--- src/rtl/clock_pkg.sv ---
// Shared types and constants for the clock controller.
// FSM state encoding, digit limits and hour wrap helper.
package clock_pkg;

  typedef enum logic [1:0] {
    ST_RUN      = 2'b00,
    ST_SET_HOUR = 2'b01,
    ST_SET_MIN  = 2'b10
  } state_t;

  localparam logic [4:0] HOUR_MAX     = 5'd23;
  localparam logic [3:0] BCD_TENS_MAX = 4'd5;
  localparam logic [3:0] BCD_ONES_MAX = 4'd9;

  // Out-of-range hours also wrap to 0.
  function automatic logic [4:0] hour_next(input logic [4:0] h);
    return (h >= HOUR_MAX) ? 5'd0 : h + 5'd1;
  endfunction

endpackage

--- src/rtl/bcd60_counter.sv ---
// Two-digit BCD mod-60 counter with sync clear and carry-out.
// Ports: clk, rst_n, inc, clr -> tens, ones (registered), carry (comb).
module bcd60_counter
  import clock_pkg::*;
#(
  parameter logic [3:0] TENS_INIT = 4'd0,
  parameter logic [3:0] ONES_INIT = 4'd0
) (
  input  logic       clk,
  input  logic       rst_n,
  input  logic       inc,
  input  logic       clr,
  output logic [3:0] tens,
  output logic [3:0] ones,
  output logic       carry
);

  logic [3:0] tens_q, tens_d;
  logic [3:0] ones_q, ones_d;
  logic       at_max;

  always_comb begin
    tens_d = tens_q;
    ones_d = ones_q;
    at_max = (tens_q >= BCD_TENS_MAX)
          && (ones_q >= BCD_ONES_MAX);
    carry  = inc && at_max && !clr;
    if (clr) begin
      tens_d = 4'd0;
      ones_d = 4'd0;
    end else if (inc) begin
      if (ones_q >= BCD_ONES_MAX) begin
        ones_d = 4'd0;
        tens_d = (tens_q >= BCD_TENS_MAX)
               ? 4'd0 : tens_q + 4'd1;
      end else begin
        ones_d = ones_q + 4'd1;
      end
    end
  end

  always_ff @(posedge clk or negedge rst_n) begin
    if (!rst_n) begin
      tens_q <= TENS_INIT;
      ones_q <= ONES_INIT;
    end else begin
      tens_q <= tens_d;
      ones_q <= ones_d;
    end
  end

  assign tens = tens_q;
  assign ones = ones_q;

endmodule

--- src/rtl/clock_ctrl.sv ---
// Time-keeping, set-time FSM and display scan/mode control.
// In: clk, rst_n, ticks, buttons. Out: BCD sec/min, hour, control, flags, set_state.
module clock_ctrl
  import clock_pkg::*;
#(
  parameter logic [4:0] HOUR_INIT = 5'd0,
  parameter logic [5:0] MIN_INIT  = 6'd0
) (
  input  logic       clk,
  input  logic       rst_n,
  input  logic       tick_1hz,
  input  logic       tick_scan,
  input  logic       btn_set,
  input  logic       btn_inc,
  input  logic       btn_mode,
  input  logic       btn_disp,
  output logic [3:0] sec1,
  output logic [3:0] sec2,
  output logic [3:0] min1,
  output logic [3:0] min2,
  output logic [4:0] hour,
  output logic [1:0] control,
  output logic       change_mode,
  output logic       to_sec,
  output logic [1:0] set_state
);

  localparam logic [3:0] MIN_TENS = 4'(MIN_INIT / 6'd10);
  localparam logic [3:0] MIN_ONES = 4'(MIN_INIT % 6'd10);

  state_t     state_q, state_d;
  logic [4:0] hour_q, hour_d;
  logic [1:0] control_q, control_d;
  logic       change_mode_q, change_mode_d;
  logic       to_sec_q, to_sec_d;

  logic is_run, is_set_hour, is_set_min;
  logic sec_inc, sec_clr, sec_carry;
  logic min_inc, min_carry;

  assign is_run      = (state_q == ST_RUN);
  assign is_set_hour = (state_q == ST_SET_HOUR);
  assign is_set_min  = (state_q == ST_SET_MIN);

  // A concurrent btn_set wins over btn_inc.
  assign sec_inc = is_run && tick_1hz;
  assign sec_clr = is_set_min && btn_set;
  assign min_inc = (is_run && sec_carry)
                || (is_set_min && btn_inc && !btn_set);

  bcd60_counter #(
    .TENS_INIT (4'd0),
    .ONES_INIT (4'd0)
  ) u_sec (
    .clk   (clk),
    .rst_n (rst_n),
    .inc   (sec_inc),
    .clr   (sec_clr),
    .tens  (sec2),
    .ones  (sec1),
    .carry (sec_carry)
  );

  bcd60_counter #(
    .TENS_INIT (MIN_TENS),
    .ONES_INIT (MIN_ONES)
  ) u_min (
    .clk   (clk),
    .rst_n (rst_n),
    .inc   (min_inc),
    .clr   (1'b0),
    .tens  (min2),
    .ones  (min1),
    .carry (min_carry)
  );

  always_comb begin
    state_d       = state_q;
    hour_d        = hour_q;
    control_d     = control_q;
    change_mode_d = change_mode_q ^ btn_mode;
    to_sec_d      = to_sec_q ^ btn_disp;
    if (tick_scan) control_d = control_q + 2'd1;
    case (state_q)
      ST_RUN: begin
        // Minute wrap only reaches the hour while running.
        if (min_carry) hour_d = hour_next(hour_q);
        if (btn_set) state_d = ST_SET_HOUR;
      end
      ST_SET_HOUR: begin
        if (btn_set) state_d = ST_SET_MIN;
        else if (btn_inc) hour_d = hour_next(hour_q);
      end
      ST_SET_MIN: begin
        if (btn_set) state_d = ST_RUN;
      end
      default: state_d = ST_RUN;
    endcase
    if (hour_d > HOUR_MAX) hour_d = 5'd0;
  end

  always_ff @(posedge clk or negedge rst_n) begin
    if (!rst_n) begin
      state_q       <= ST_RUN;
      hour_q        <= HOUR_INIT;
      control_q     <= 2'd0;
      change_mode_q <= 1'b0;
      to_sec_q      <= 1'b0;
    end else begin
      state_q       <= state_d;
      hour_q        <= hour_d;
      control_q     <= control_d;
      change_mode_q <= change_mode_d;
      to_sec_q      <= to_sec_d;
    end
  end

  assign hour        = hour_q;
  assign control     = control_q;
  assign change_mode = change_mode_q;
  assign to_sec      = to_sec_q;
  assign set_state   = state_q;

endmodule
--- config.mk ---
export PLATFORM = sky130hd
export DESIGN_NAME = clock_ctrl
export DESIGN_NICKNAME = d
export VERILOG_FILES = /design/src/rtl/clock_pkg.sv /design/src/rtl/bcd60_counter.sv /design/src/rtl/clock_ctrl.sv
export SDC_FILE = /design/constraint.sdc
export NUM_CORES = 1
export LEC_CHECK = 0
export ABC_AREA = 0
export CELL_PAD_IN_SITES_DETAIL_PLACEMENT = 0
export CELL_PAD_IN_SITES_GLOBAL_PLACEMENT = 1
export CORE_ASPECT_RATIO = 0.7
export CORE_MARGIN = 1
export CORE_UTILIZATION = 42
export CTS_BUF_LIST = sky130_fd_sc_hd__clkbuf_8
export CTS_CLUSTER_DIAMETER = 120
export DETAILED_ROUTE_END_ITERATION = 7
export GPL_TIMING_DRIVEN = 0
export PLACE_DENSITY = 0.91
export SETUP_SLACK_MARGIN = 0.3
export SLEW_MARGIN = 20
export SYNTH_ARGS = -nofsm -noshare
export SYNTH_HDL_FRONTEND = slang
export SYNTH_SLANG_ARGS = --single-unit
export TNS_END_PERCENT = 5
--- constraint.sdc ---
create_clock -name clk -period 3.58 [get_ports clk]
set_input_delay 0.716 -clock clk [delete_from_list [all_inputs] [get_ports clk]]
set_output_delay 0.716 -clock clk [all_outputs]
set_load 0.01 [all_outputs]
Word level (Yosys, flattened, before mapping)
Cells that the tools add are included.

operators by class
  eq/ne operators = 5
  reduce and logical (&&, ||, !) cells = 19
  magnitude comparators = 6
  mux-type cells = 19
  add/sub/neg operators = 6
  bitwise operators = 2

operator list
  operator               count
  $mux W4                9
  $mux W5                5
  $add A4 B1 Y4 const B  4
  $logic_and A1 B1 Y1    10
  $pmux W5 S2            1
  $ge A4 B3 Y1 const B   2
  $ge A4 B4 Y1 const B   2
  $mux W2                3
  $ne A2 B2 Y1 const B   3
  $pmux W2 S3            1
  $add A5 B1 Y5 const B  1
  $ge A5 B5 Y1 const B   1
  $gt A5 B5 Y1 const B   1
  $reduce_and A2 Y1      2
  $reduce_bool A2 Y1     2
  $reduce_and A3 Y1      1
  $add A2 B1 Y2 const B  1
  $eq A2 B1 Y1 const B   1
  $eq A2 B2 Y1 const B   1
  $logic_not A1 Y1       2
  $logic_not A2 Y1       1
  $xor A1 B1 Y1          2
  $logic_or A1 B1 Y1     1

storage, ports and cells
  logic and storage cells = 66
  output and inout bits = 27
  flip-flop bits (word level) = 27

Depth between registers and ports, before layout
Gate-level depths: netlist of run 1.

  depth in word-level cells = 11
  mapped depth = 8

Cells and area by module
From an unflattened synthesis of run 1, not the netlist that was laid out.

second synthesis, totals
  cell total of the unflattened synthesis = 164
  area, all modules = 1,611.5 µm²

by module, submodules not included
  module         seq. area each (µm²)  times used  cells an instance  area an instance (µm²)
  bcd60_counter  200.2                 2           51                 503.0
  clock_ctrl     275.3                 1           62                 605.6

Worst setup path before layout of run 1
Ideal clock, no wire load.

  path kind = input to register
  start point = input tick_1hz
  end point = register hour_q[3] (netlist: hour[3])
  arrival = 1.846 ns
  cell stages on the path = 6
  slack = 1.600 ns
  buffers on the path = 0
  library setup time = 0.134 ns
  cell sequence = nor3b_4 > nand3_4 > o22ai_4 > o2bb2ai_4 > nor2b_1 > o22ai_1

on the way
  word-level cells in the longest chain between the ends = 10

RTL lines
  element                              RTL line             text
  start, declared                      clock_ctrl.sv:11     input logic tick_1hz,
  $logic_and A1 B1 Y1 *                clock_ctrl.sv:46     assign sec_inc = is_run && tick_1hz;
  $logic_and A1 B1 Y1 * (2 in series)  bcd60_counter.sv:27  carry = inc && at_max && !clr;
  $logic_and A1 B1 Y1 *                clock_ctrl.sv:48     assign min_inc = (is_run && sec_carry)
  $logic_or A1 B1 Y1 *                 clock_ctrl.sv:49     || (is_set_min && btn_inc && !btn_set);
  $logic_and A1 B1 Y1 *                bcd60_counter.sv:27
  $mux W5 *                            clock_ctrl.sv:87     if (min_carry) hour_d = hour_next(hour_q);
  $pmux W5 S2 *                        clock_ctrl.sv:84     case (state_q)
  $gt A5 B5 Y1                         clock_ctrl.sv:99     if (hour_d > HOUR_MAX) hour_d = 5'd0;
  $mux W5 *                            clock_ctrl.sv:99
  via hour_d[3]                        clock_ctrl.sv:32     logic [4:0] hour_q, hour_d;
  end signal, assigned                 clock_ctrl.sv:111    hour_q <= hour_d;
  end, declared                        clock_ctrl.sv:32

The timed path passes the listed nets; every way through them passes the cells marked *.
A chain may end at the register's enable or synchronous reset.

Worst setup path in the final report of run 1
Same ends and word-level chain as after synthesis.

==> results of run 1 <==
[routing by layer]
layer,routed length [µm],part of all wire,global-route usage
met5,0,0,0
met4,27,0.0085,0.0513
met3,136,0.043,0.0481
met2,1450,0.45,0.317
met1,1570,0.49,0.251
[worst paths after layout]
path / from / endpoint / slack, ns / cells after the start
setup / recovery: tick_1hz / hour[3]$_DFF_PN0_ / 1.17 / 7
setup reg to reg: u_min.ones[0]$_DFFE_PN0P_ / hour[4]$_DFF_PN0_ / 1.37 / 8
min in group clk: to_sec$_DFF_PN0_ / to_sec$_DFF_PN0_ / 0.47 / 1
max in group asynchronous: rst_n / hour[0]$_DFF_PN0_ / 2.75 / 1
hold reg to reg: to_sec$_DFF_PN0_ / to_sec$_DFF_PN0_ / 0.47 / 1
hold / removal: rst_n / u_sec.ones[1]$_DFFE_PN0P_ / 0.44 / 1
[per-stage QoR]
step	hold WS, ns	instance area (µm²)
2_1_floorplan	0.420	1520
3_3_place_gp	0.452	1920
3_5_place_dp	0.453	1910
4_1_cts	0.457	1960
5_1_grt	0.479	1960
6_report	0.441	1960
[power breakdown]
| group | internal, mW | switching [mW] | total [mW] |
|---|---|---|---|
| registers | 0.406 | 0.136 | 0.542 |
| logic | 0.337 | 0.297 | 0.633 |
| clock network | 0.0769 | 0.0927 | 0.170 |
| total | 0.819 | 0.526 | 1.34 |
[cells in the final DEF, fill, tap and decap left out, types with 2 or more instances in the layout]
cell type	netlist	final
sky130_fd_sc_hd__a21boi_0	2	2
sky130_fd_sc_hd__a21o_1	2	2
sky130_fd_sc_hd__a21oi_1	12	12
sky130_fd_sc_hd__a41oi_1	2	2
sky130_fd_sc_hd__clkbuf_8	0	3
sky130_fd_sc_hd__clkdlybuf4s50_1	0	33
sky130_fd_sc_hd__dfrtp_1	27	27
sky130_fd_sc_hd__ha_1	13	13
sky130_fd_sc_hd__inv_1	12	13
sky130_fd_sc_hd__mux2i_1	2	2
sky130_fd_sc_hd__nand2_1	12	12
sky130_fd_sc_hd__nand2b_1	7	7
sky130_fd_sc_hd__nand3_1	6	6
sky130_fd_sc_hd__nand3b_1	2	2
sky130_fd_sc_hd__nand4_1	3	3
sky130_fd_sc_hd__nor2_1	10	10
sky130_fd_sc_hd__nor2b_1	2	2
sky130_fd_sc_hd__nor3_1	2	2
sky130_fd_sc_hd__o21a_1	2	2
sky130_fd_sc_hd__o21ai_0	10	10
sky130_fd_sc_hd__o31ai_1	2	2
sky130_fd_sc_hd__xnor2_1	2	2
sky130_fd_sc_hd__xor2_1	3	3
[flip-flops by register name (all words and copies together) (netlist names)]
| signal | cells |
|---|---|
| to_sec | 1 |
| control | 2 |
| u_sec.tens | 4 |
| u_min.ones | 4 |
| set_state | 2 |
| change_mode | 1 |
| u_min.tens | 4 |
| u_sec.ones | 4 |
| hour | 5 |
[layout make-up]
type                    instances  area share
plain buffers                   1     0.00192
well taps                      47      0.0301
multi-input cells             111       0.405
inverters                      12      0.0230
flip-flops and latches         27       0.345
clock buffers                   3      0.0211
repair buffers                 34       0.171
clock inverters                 1     0.00192
[cells by family after synthesis]
logic type	share of synthesized area
and+or+nand+nor	0.190
adders and majority gates	0.107
xor gates and xnor gates	0.0289
AOI/OAI and AO/OA	0.183
DFF	0.445
buffers and inverters	0.0321
muxes	0.0132
==> run metrics, run 1 <==
status completed; top area cells in the synthesized netlist sky130_fd_sc_hd__dfrtp_1 45%, sky130_fd_sc_hd__ha_1 11%, sky130_fd_sc_hd__a21oi_1 4.0%; leakage power figure 0.855 nW; worst-case setup margin in the final layout around 1.2 ns; leading area contributor after synthesis sky130_fd_sc_hd__dfrtp_1; EDFF count, synth 0; Gates resized, CTS repair 0; worst slack at placement 0.902 ns; starting density of the core 0.460; Final setup viols 0; Die H about 52 µm; number of setup buffers added after CTS 0; post-layout instance count excluding filler cells 236; count of pins over their slew limit 0; First DRT Iteration DRCs 73; Tightest Hold Check Type input pin to asynchronous set/reset pin; number of instances in the synthesized netlist around 150; average cell area after synthesis between 10 and 15 µm²; unrepaired setup endpoints after global routing no; share of post-route cells with drive strength above 1 0.0476; Final Net Count between 200 and 250; number of standard-cell rows in the floorplan 17; area used by sequential logic in the layout 676 µm²; library cell with the highest instance count after synthesis sky130_fd_sc_hd__dfrtp_1; DR vias 1249; time the worst path needs with I/O delays and setup between 2 and 2.5 ns; detailed-route wire length per cell roughly 14 µm; delay contributed by the slowest stage of the critical path about 0.50 ns; asr flop ratio synth 1.00; Tcrit/Tclk final 0.674; top achievable clock speed 0.415 GHz; buffering stage count on the worst path with inverters included 1; clock skew after layout 0.00471 ns; Critical Path Fanout Max 10; TritonCTS sink count 27; critical path launch point type input pin; arrival time at the worst endpoint ~2.6 ns; TritonCTS Buffers 3; Power Density between 600 and 700 mW/mm²; ys flop type sky130_fd_sc_hd__dfrtp_1; most common library cells after synthesis 27 x sky130_fd_sc_hd__dfrtp_1, 13 x sky130_fd_sc_hd__ha_1, 12 x sky130_fd_sc_hd__a21oi_1, 12 x sky130_fd_sc_hd__inv_1, 12 x sky130_fd_sc_hd__nand2_1; Critical Path Sink Type flop; count of state elements after synthesis 27; Critical-path top delay cell sky130_fd_sc_hd__clkdlybuf4s50_1; maximum buffer depth of the clock tree 2; clock-pin slew on the worst setup and hold paths 0.09 ns; sum of net half-perimeters after detailed placement 2410 µm; share of synthesized area occupied by flip-flops and latches 0.445; overall die area approximately 0.0039 mm²; gr usage total 0.192; count of cell types in the netlist 37; Filler Cell Count 300; area of the multi-input gates 793 µm²; Clock Latency Late Sink 0.27 ns; number of placed instances with taps included around 230; mean number of vias per cell 5.29; number of antenna cells inserted 0; DRT Pass-1 Iters 4; die outline width around 74 µm; largest net degree at the start of global routing 28; number of nets with antenna violations after detailed routing 0; I/O pin count 35; worst setup path category input pin to flop; CTS tree built; portion of synthesized cell area occupied by the leading cell type 0.445; Routability Congestion 0.780; count of max-cap constraint violations 0; DRC errors left 0; P&R area growth vs syn 28.9%; Post-Synthesis Cell Area between 0.0015 and 0.002 mm²; worst slew slack as a fraction of its limit 0.523; Post-Route WL roughly 3200 µm; count of final hold-check violations 0; Net Count, Synth 172; Placeable Area 0.00330 mm²; Largest delay share family, worst path simple AND/OR/NAND/NOR gates; actual transition at the worst max-transition pin approximately 0.71 ns; number of antenna violations at the first check in global routing 0; first-pass GRT wire length 5470 µm; hold-fix buffers at CTS 0; I/O Buffers 34; number of warnings issued by yosys 0; cells along the critical path clkdlybuf4s50_1, nor3b_4, nand3_4, o22ai_4, o2bb2ai_4, nor2b_1, o22ai_1; maximum VDD drop 0.316 mV; final sum of negative setup slack 0 ns; required time at the worst-slack endpoint between 3 and 4 ns; H-tree level count 1; total overflow reported by the global router 0; core occupancy in the finished layout 0.594; number of global-route vias before repair about 1200; root buf cell sky130_fd_sc_hd__clkbuf_8; overall power 1.34 mW
Note: power is estimated with default switching activity, not from simulation.
==> run 2: changes to the inputs <==
- CORE_UTILIZATION: 42 -> 35
- PLACE_DENSITY: 0.91 -> 0.82
- clock period: 3.58 -> 1.98 ns (I/O delays scaled with it)
==> run 2 against run 1 <==
Setup slack worse by 1.1 ns. Count of clock-buffer cells in the layout unchanged. Non-clock buffer count rose by 19. Via count rose by 7.9%. Critical path type is now flop to flop. Largest cell class unchanged. Largest power group unchanged.
==> run metrics, run 2 (synthesis gave the netlist of run 1 again) <==
cells along the critical path inv_2, buf_4, buf_4, buf_4, buf_4, buf_4, buf_4, buf_4, buf_4, buf_4, a21oi_1, nor2_1 (was clkdlybuf4s50_1, nor3b_4, nand3_4, o22ai_4, o2bb2ai_4, nor2b_1, o22ai_1); worst-case setup margin in the final layout 0.0830 ns (was 1.17 ns); Post-Route M1 WL 1730 µm (was 1570 µm); Power Density 1230 mW/mm² (was 687 mW/mm²); Largest delay share family, worst path buffers and inverters (was simple AND/OR/NAND/NOR gates); sum of net half-perimeters after detailed placement 2490 µm (was 2410 µm); flip-flop count of the largest register after layout 5 (unchanged); final sum of negative setup slack 0 ns (unchanged); Clock Latency Late Sink 0.28 ns (was 0.27 ns); first-pass GRT wire length 6160 µm (was 5470 µm); Tcrit/Tclk final 0.958; mean number of vias per cell 5.18 (was 5.29); number of standard-cell rows in the floorplan 19 (was 17); status completed (unchanged); internal reg-to-reg setup slack 0.08 ns (was 1.37 ns); commonest cells after routing, fill and taps aside 18 x sky130_fd_sc_hd__dfrtp_1, 18 x sky130_fd_sc_hd__dlymetal6s2s_1, 17 x sky130_fd_sc_hd__buf_4 (was 33 x sky130_fd_sc_hd__clkdlybuf4s50_1, 27 x sky130_fd_sc_hd__dfrtp_1, 13 x sky130_fd_sc_hd__inv_1, 13 x sky130_fd_sc_hd__ha_1); worst slew slack as a fraction of its limit 0.592 (was 0.523); worst setup path category flop to flop (was input pin to flop); starting density of the core 0.376 (was 0.460); actual transition at the worst max-transition pin 0.610 ns (was 0.709 ns); hold-fix buffers at CTS 0 (unchanged); P&R area growth vs syn 49.0% (was 28.9%); arrival time at the worst endpoint 2.04 ns (was 2.56 ns); maximum VDD drop 0.641 mV (was 0.316 mV); amount of wire on met3 after detailed routing 184 µm (was 136 µm); number of global-route vias before repair 1332 (was 1198); Post-Route WL 3780 µm (was 3190 µm); DRC errors left 0 (unchanged); total overflow reported by the global router 0 (unchanged); TritonCTS sink count 27 (unchanged); Final setup viols 0 (unchanged); Tightest Hold Check Type input pin to asynchronous set/reset pin (unchanged); die outline width 80.7 µm (was 73.9 µm); clock skew after layout 0.0116 ns (was 0.00471 ns); buffering stage count on the worst path with inverters included 10 (was 1); critical path launch point type flop (was input pin); overall die area 0.00461 mm² (was 0.00386 mm²); H-tree level count 1 (unchanged); root buf cell sky130_fd_sc_hd__clkbuf_8 (unchanged); unrepaired setup endpoints after global routing yes (was no); gr usage total 0.176 (was 0.192); detailed-route wire length per cell 14.6 µm (was 13.5 µm); maximum buffer depth of the clock tree 2 (unchanged); worst slack at placement -0.410 ns (was 0.902 ns); Critical Path Sink Type flop (unchanged); worst slack on hold paths 0.109 ns (was 0.441 ns); Critical-path top delay cell sky130_fd_sc_hd__dfrtp_2 (was sky130_fd_sc_hd__clkdlybuf4s50_1); largest net degree at the start of global routing 28 (unchanged); Final Net Count 230 (was 211); delay contributed by the slowest stage of the critical path 0.41 ns (was 0.50 ns); Worst setup startpoint u_sec.ones[0]$_DFFE_PN0P_ (was tick_1hz); clock-pin slew on the worst setup and hold paths 0.10 ns (was 0.09 ns); top routing layer in use met4 (unchanged); I/O Buffers 34 (unchanged); count of max-cap constraint violations 0 (unchanged); total met2 wirelength after detailed routing 1800 µm (was 1450 µm); DR vias 1348 (was 1249); DRT Pass-1 Iters 4 (unchanged); required time at the worst-slack endpoint 2.13 ns (was 3.72 ns); reg-to-reg startpoint u_sec.ones[0]$_DFFE_PN0P_ (was u_min.ones[0]$_DFFE_PN0P_); Die H 57.1 µm (was 52.3 µm); Placeable Area 0.00404 mm² (was 0.00330 mm²); First DRT Iteration DRCs 70 (was 73); CTS tree built (unchanged); number of antenna cells inserted 0 (unchanged); top achievable clock speed about 0.53 GHz; leakage power figure 1.20 nW (was 0.855 nW); Routability Congestion 0.821 (was 0.780); count of final hold-check violations 0 (unchanged); time the worst path needs with I/O delays and setup 1.90 ns; Critical Path Fanout Max 4 (was 10); TritonCTS Buffers 3 (unchanged); cell mode on critical path sky130_fd_sc_hd__buf_4; I/O pin count 35 (unchanged); core occupancy in the finished layout 0.559 (was 0.594); number of nets with antenna violations after detailed routing 0 (unchanged); number of placed instances with taps included 237 (was 232); count of pins over their slew limit 0 (unchanged); post-layout instance count excluding filler cells 260 (was 236); share of post-route cells with drive strength above 1 0.264 (was 0.0476); Filler Cell Count 353 (was 300); number of antenna violations at the first check in global routing 0 (unchanged)
run 2: cell count changes in the layout (fill, tap and decap cells not counted), moves of 2 or more:
cell                              previous run  this run
sky130_fd_sc_hd__a21boi_0                    2         0
sky130_fd_sc_hd__clkdlybuf4s50_1            33        14
sky130_fd_sc_hd__nor2_2                      0         2
sky130_fd_sc_hd__dfrtp_1                    27        18
sky130_fd_sc_hd__a21oi_1                    12        10
sky130_fd_sc_hd__nor2_1                     10         8
sky130_fd_sc_hd__inv_2                       0         4
sky130_fd_sc_hd__buf_6                       0         2
sky130_fd_sc_hd__ha_1                       13        11
sky130_fd_sc_hd__dfrtp_2                     0         9
sky130_fd_sc_hd__dlymetal6s2s_1              0        18
sky130_fd_sc_hd__inv_1                      13         8
sky130_fd_sc_hd__buf_4                       0        17
run 2: final timing paths:
| check | cells after the start | end |
|---|---|---|
| worst min-delay path | 1 | u_sec.ones[0]$_DFFE_PN0P_ |
| worst max-delay path | 12 | u_sec.ones[0]$_DFFE_PN0P_ |
| max in group asynchronous | 1 | u_min.tens[0]$_DFFE_PN0P_ |
| worst min register to register | 1 | change_mode$_DFF_PN0_ |
| min in group clk | 1 | change_mode$_DFF_PN0_ |
| worst max register to register | 12 | u_sec.ones[0]$_DFFE_PN0P_ |
run 2: area by class of cell:
cell class,instances,area (µm²),share of cell area
timing repair buffer,53,529,0.234
multi-input combinational,111,882,0.390
buffer,1,3.75,0.00166
clock inverter,1,7.51,0.00332
clock buffer,3,41.3,0.0183
sequential,27,687,0.304
tap,52,65.1,0.0288
inverter,12,45.0,0.0199
run 2: worst reg2reg max path, delay by kind of cell, from the launching register on:
family	cells	cell delay (ns)
flip-flops	1	0.41
AO/OA/AOI/OAI	1	0.14
AND/OR/NAND/NOR	1	0.06
buffers and inverters	10	1.15
run 2: report_power, final:
part / leakage, nW / switching [mW] / internal (mW) / total (mW)
combinational: 0.844 / 0.662 / 0.798 / 1.46
clock: 0.0217 / 0.173 / 0.143 / 0.316
sequential: 0.331 / 0.262 / 0.744 / 1.01
run 2: metrics by stage:
stage | power [mW] | area (µm²)
floorplan | 1.60 | 1520
global placement | 2.08 | 1930
CTS | 2.76 | 2180
detailed placement | 2.15 | 1920
global route | 3.00 | 2260
finish | 2.78 | 2260
run 2: repair_timing:
item	in CTS	in global routing
buffers inserted	18	1
pin swaps	8	3
gates resized for setup	17	34
setup endpoints to repair	24	40
hold endpoints to repair	0	0
run 2: layer usage:
| metal | vias up | track usage |
|---|---|---|
| met4 | 0 | 0.0587 |
| li1 | 645 | - |
| met3 | 8 | 0.0432 |
| met5 | - | 0 |
| met1 | 658 | 0.230 |
| met2 | 37 | 0.286 |
==> run 3: changes to the inputs <==
- RECOVER_POWER: not set -> 100
==> run 3 against run 2 <==
First-iteration DRC count fell by 1.4%. Non-clock buffer count unchanged. Sequential share of layout area about the same. Power barely moved. Final area about the same.
==> run metrics, run 3 (synthesis gave the netlist of run 1 again) <==
status completed (unchanged); cells along the critical path inv_2, buf_4, buf_4, buf_4, buf_4, buf_4, buf_4, buf_4, buf_4, buf_4, a21oi_1, nor2_1 (unchanged); Final Net Count 230 (unchanged); clock skew after layout 0.0116 ns (about the same); number of global-route vias before repair 1332 (unchanged); post-route cell area 0.00226 mm² (about the same); maximum buffer depth of the clock tree 2 (unchanged); Power Density 1230 mW/mm² (about the same); detailed-route wire length per cell 14.6 µm (about the same); Critical Path Fanout Max 4 (unchanged); I/O Buffers 34 (unchanged); count of pins over their slew limit 0 (unchanged); delay contributed by the slowest stage of the critical path 0.41 ns (about the same); R2R depth 12 (unchanged); count of final hold-check violations 0 (unchanged); path length in cells of the critical path 12 (unchanged); largest net degree at the start of global routing 28 (unchanged); starting density of the core 0.376 (unchanged); H-tree level count 1 (unchanged); sum of net half-perimeters after detailed placement 2490 µm (unchanged); Filler Cell Count 354 (was 353); number of antenna cells inserted 0 (unchanged); P&R area growth vs syn 48.9% (was 49.0%); Post-Route WL 3800 µm (was 3780 µm); unrepaired setup endpoints after global routing yes (unchanged); First DRT Iteration DRCs 69 (was 70); worst slew slack as a fraction of its limit 0.0392 (was 0.592); required time at the worst-slack endpoint 2.13 ns (about the same); number of nets with antenna violations after detailed routing 0 (unchanged); Clock Latency Late Sink 0.28 ns (about the same); Tcrit/Tclk final 0.957 (was 0.958); arrival time at the worst endpoint 2.04 ns (about the same); standard cell area after detailed placement 0.00192 mm² (unchanged); share of post-route cells with drive strength above 1 0.260 (was 0.264); Die H 57.1 µm (unchanged); final sum of negative setup slack 0 ns (unchanged); root buf cell sky130_fd_sc_hd__clkbuf_8 (unchanged); DRT Pass-1 Iters 4 (unchanged); die outline width 80.7 µm (unchanged); overall power 2.78 mW (about the same); number of antenna violations at the first check in global routing 0 (unchanged); DR vias 1349 (was 1348); first-pass GRT wire length 6160 µm (unchanged); commonest cells after routing, fill and taps aside 18 x sky130_fd_sc_hd__dfrtp_1, 18 x sky130_fd_sc_hd__dlymetal6s2s_1, 17 x sky130_fd_sc_hd__buf_4 (unchanged); worst setup path category flop to flop (unchanged); cell mode on critical path sky130_fd_sc_hd__buf_4 (unchanged); gr usage total 0.176 (unchanged); critical path launch point type flop (unchanged); number of standard-cell rows in the floorplan 19 (unchanged); TritonCTS sink count 27 (unchanged); worst slack on hold paths 0.436 ns (was 0.109 ns); overall die area 0.00461 mm² (unchanged); actual transition at the worst max-transition pin 1.44 ns (was 0.610 ns); I/O pin count 35 (unchanged); maximum VDD drop 0.641 mV (about the same); flip-flop count of the largest register after layout 5 (unchanged); Placeable Area 0.00404 mm² (unchanged); buffering stage count on the worst path with inverters included 10 (unchanged); DRC errors left 0 (unchanged); leakage power figure 1.19 nW (was 1.20 nW); total overflow reported by the global router 0 (unchanged); mean number of vias per cell 5.19 (was 5.18); Critical-path top delay cell sky130_fd_sc_hd__dfrtp_2 (unchanged); TritonCTS Buffers 3 (unchanged); count of max-cap constraint violations 0 (unchanged); hold-fix buffers at CTS 0 (unchanged); Tightest Hold Check Type input pin to asynchronous set/reset pin (unchanged); Critical Path Sink Type flop (unchanged); time the worst path needs with I/O delays and setup 1.90 ns (about the same); Final setup viols 0 (unchanged); Routability Congestion 0.821 (unchanged); CTS tree built (unchanged); Largest delay share family, worst path buffers and inverters (unchanged); top achievable clock speed 0.528 GHz (was 0.527 GHz); Worst setup startpoint u_sec.ones[0]$_DFFE_PN0P_ (unchanged); clock-pin slew on the worst setup and hold paths 0.10 ns (about the same); reg-to-reg startpoint u_sec.ones[0]$_DFFE_PN0P_ (unchanged)
-- run 3: cell types whose count changed in the layout (fill, tap and decap cells not counted), sizes merged --
cell	delta
buf	-1
clkbuf	+1
clkdlybuf4s50	-3
dlygate4sd3	+3
-- run 3: final timing paths --
check,end,slack (ns)
worst max register to register,u_sec.ones[0]$_DFFE_PN0P_,0.08
min in group clk,change_mode$_DFF_PN0_,0.48
max in group asynchronous,u_min.tens[0]$_DFFE_PN0P_,0.59
worst max-delay path,u_sec.ones[0]$_DFFE_PN0P_,0.08
worst min-delay path,u_sec.ones[0]$_DFFE_PN0P_,0.44
worst min register to register,change_mode$_DFF_PN0_,0.48
-- run 3: area by class of cell --
cell class | instances | area (µm²) | area share
multi-input combinational | 111 | 882 | 0.390
buffer | 1 | 3.75 | 0.00166
timing repair buffer | 53 | 528 | 0.234
clock buffer | 3 | 41.3 | 0.0183
inverter | 12 | 45.0 | 0.0199
sequential | 27 | 687 | 0.304
clock inverter | 1 | 7.51 | 0.00332
tap | 52 | 65.1 | 0.0288
-- run 3: report_power, final --
part	switching (mW)	internal (mW)	total, mW
clock network	0.173	0.143	0.316
registers	0.264	0.744	1.01
logic	0.662	0.797	1.46
total	1.10	1.68	2.78
-- run 3: worst register-to-register path, cell delays in order (launching register included) --
cell	delay, ns
sky130_fd_sc_hd__dfrtp_2	0.41
sky130_fd_sc_hd__inv_2	0.06
sky130_fd_sc_hd__buf_4	0.12
sky130_fd_sc_hd__buf_4	0.12
sky130_fd_sc_hd__buf_4	0.12
sky130_fd_sc_hd__buf_4	0.12
sky130_fd_sc_hd__buf_4	0.12
sky130_fd_sc_hd__buf_4	0.12
sky130_fd_sc_hd__buf_4	0.12
sky130_fd_sc_hd__buf_4	0.12
sky130_fd_sc_hd__buf_4	0.13
sky130_fd_sc_hd__a21oi_1	0.14
sky130_fd_sc_hd__nor2_1	0.06
-- run 3: per-stage QoR --
stage	util	setup slack (ns)	instances
global route	0.559	-0.0119	260
finish	0.559	0.0844	260
detailed placement	0.476	-0.410	237
floorplan	-	0.0764	151
global placement	0.477	-0.375	237
CTS	0.541	0.0902	259
-- run 3: what timing repair did --
action	CTS	global route
buffers inserted	18	1
pin swaps	8	3
setup endpoints to repair	24	40
gates resized for setup	17	34
-- run 3: routing by layer --
layer,share of wire,up-vias,track usage,routed length (µm)
li1,-,646,-,-
met3,0.048,8,0.0432,183
met5,0,-,0,0
met2,0.47,37,0.286,1800
met1,0.46,658,0.230,1740
met4,0.018,0,0.0587,68
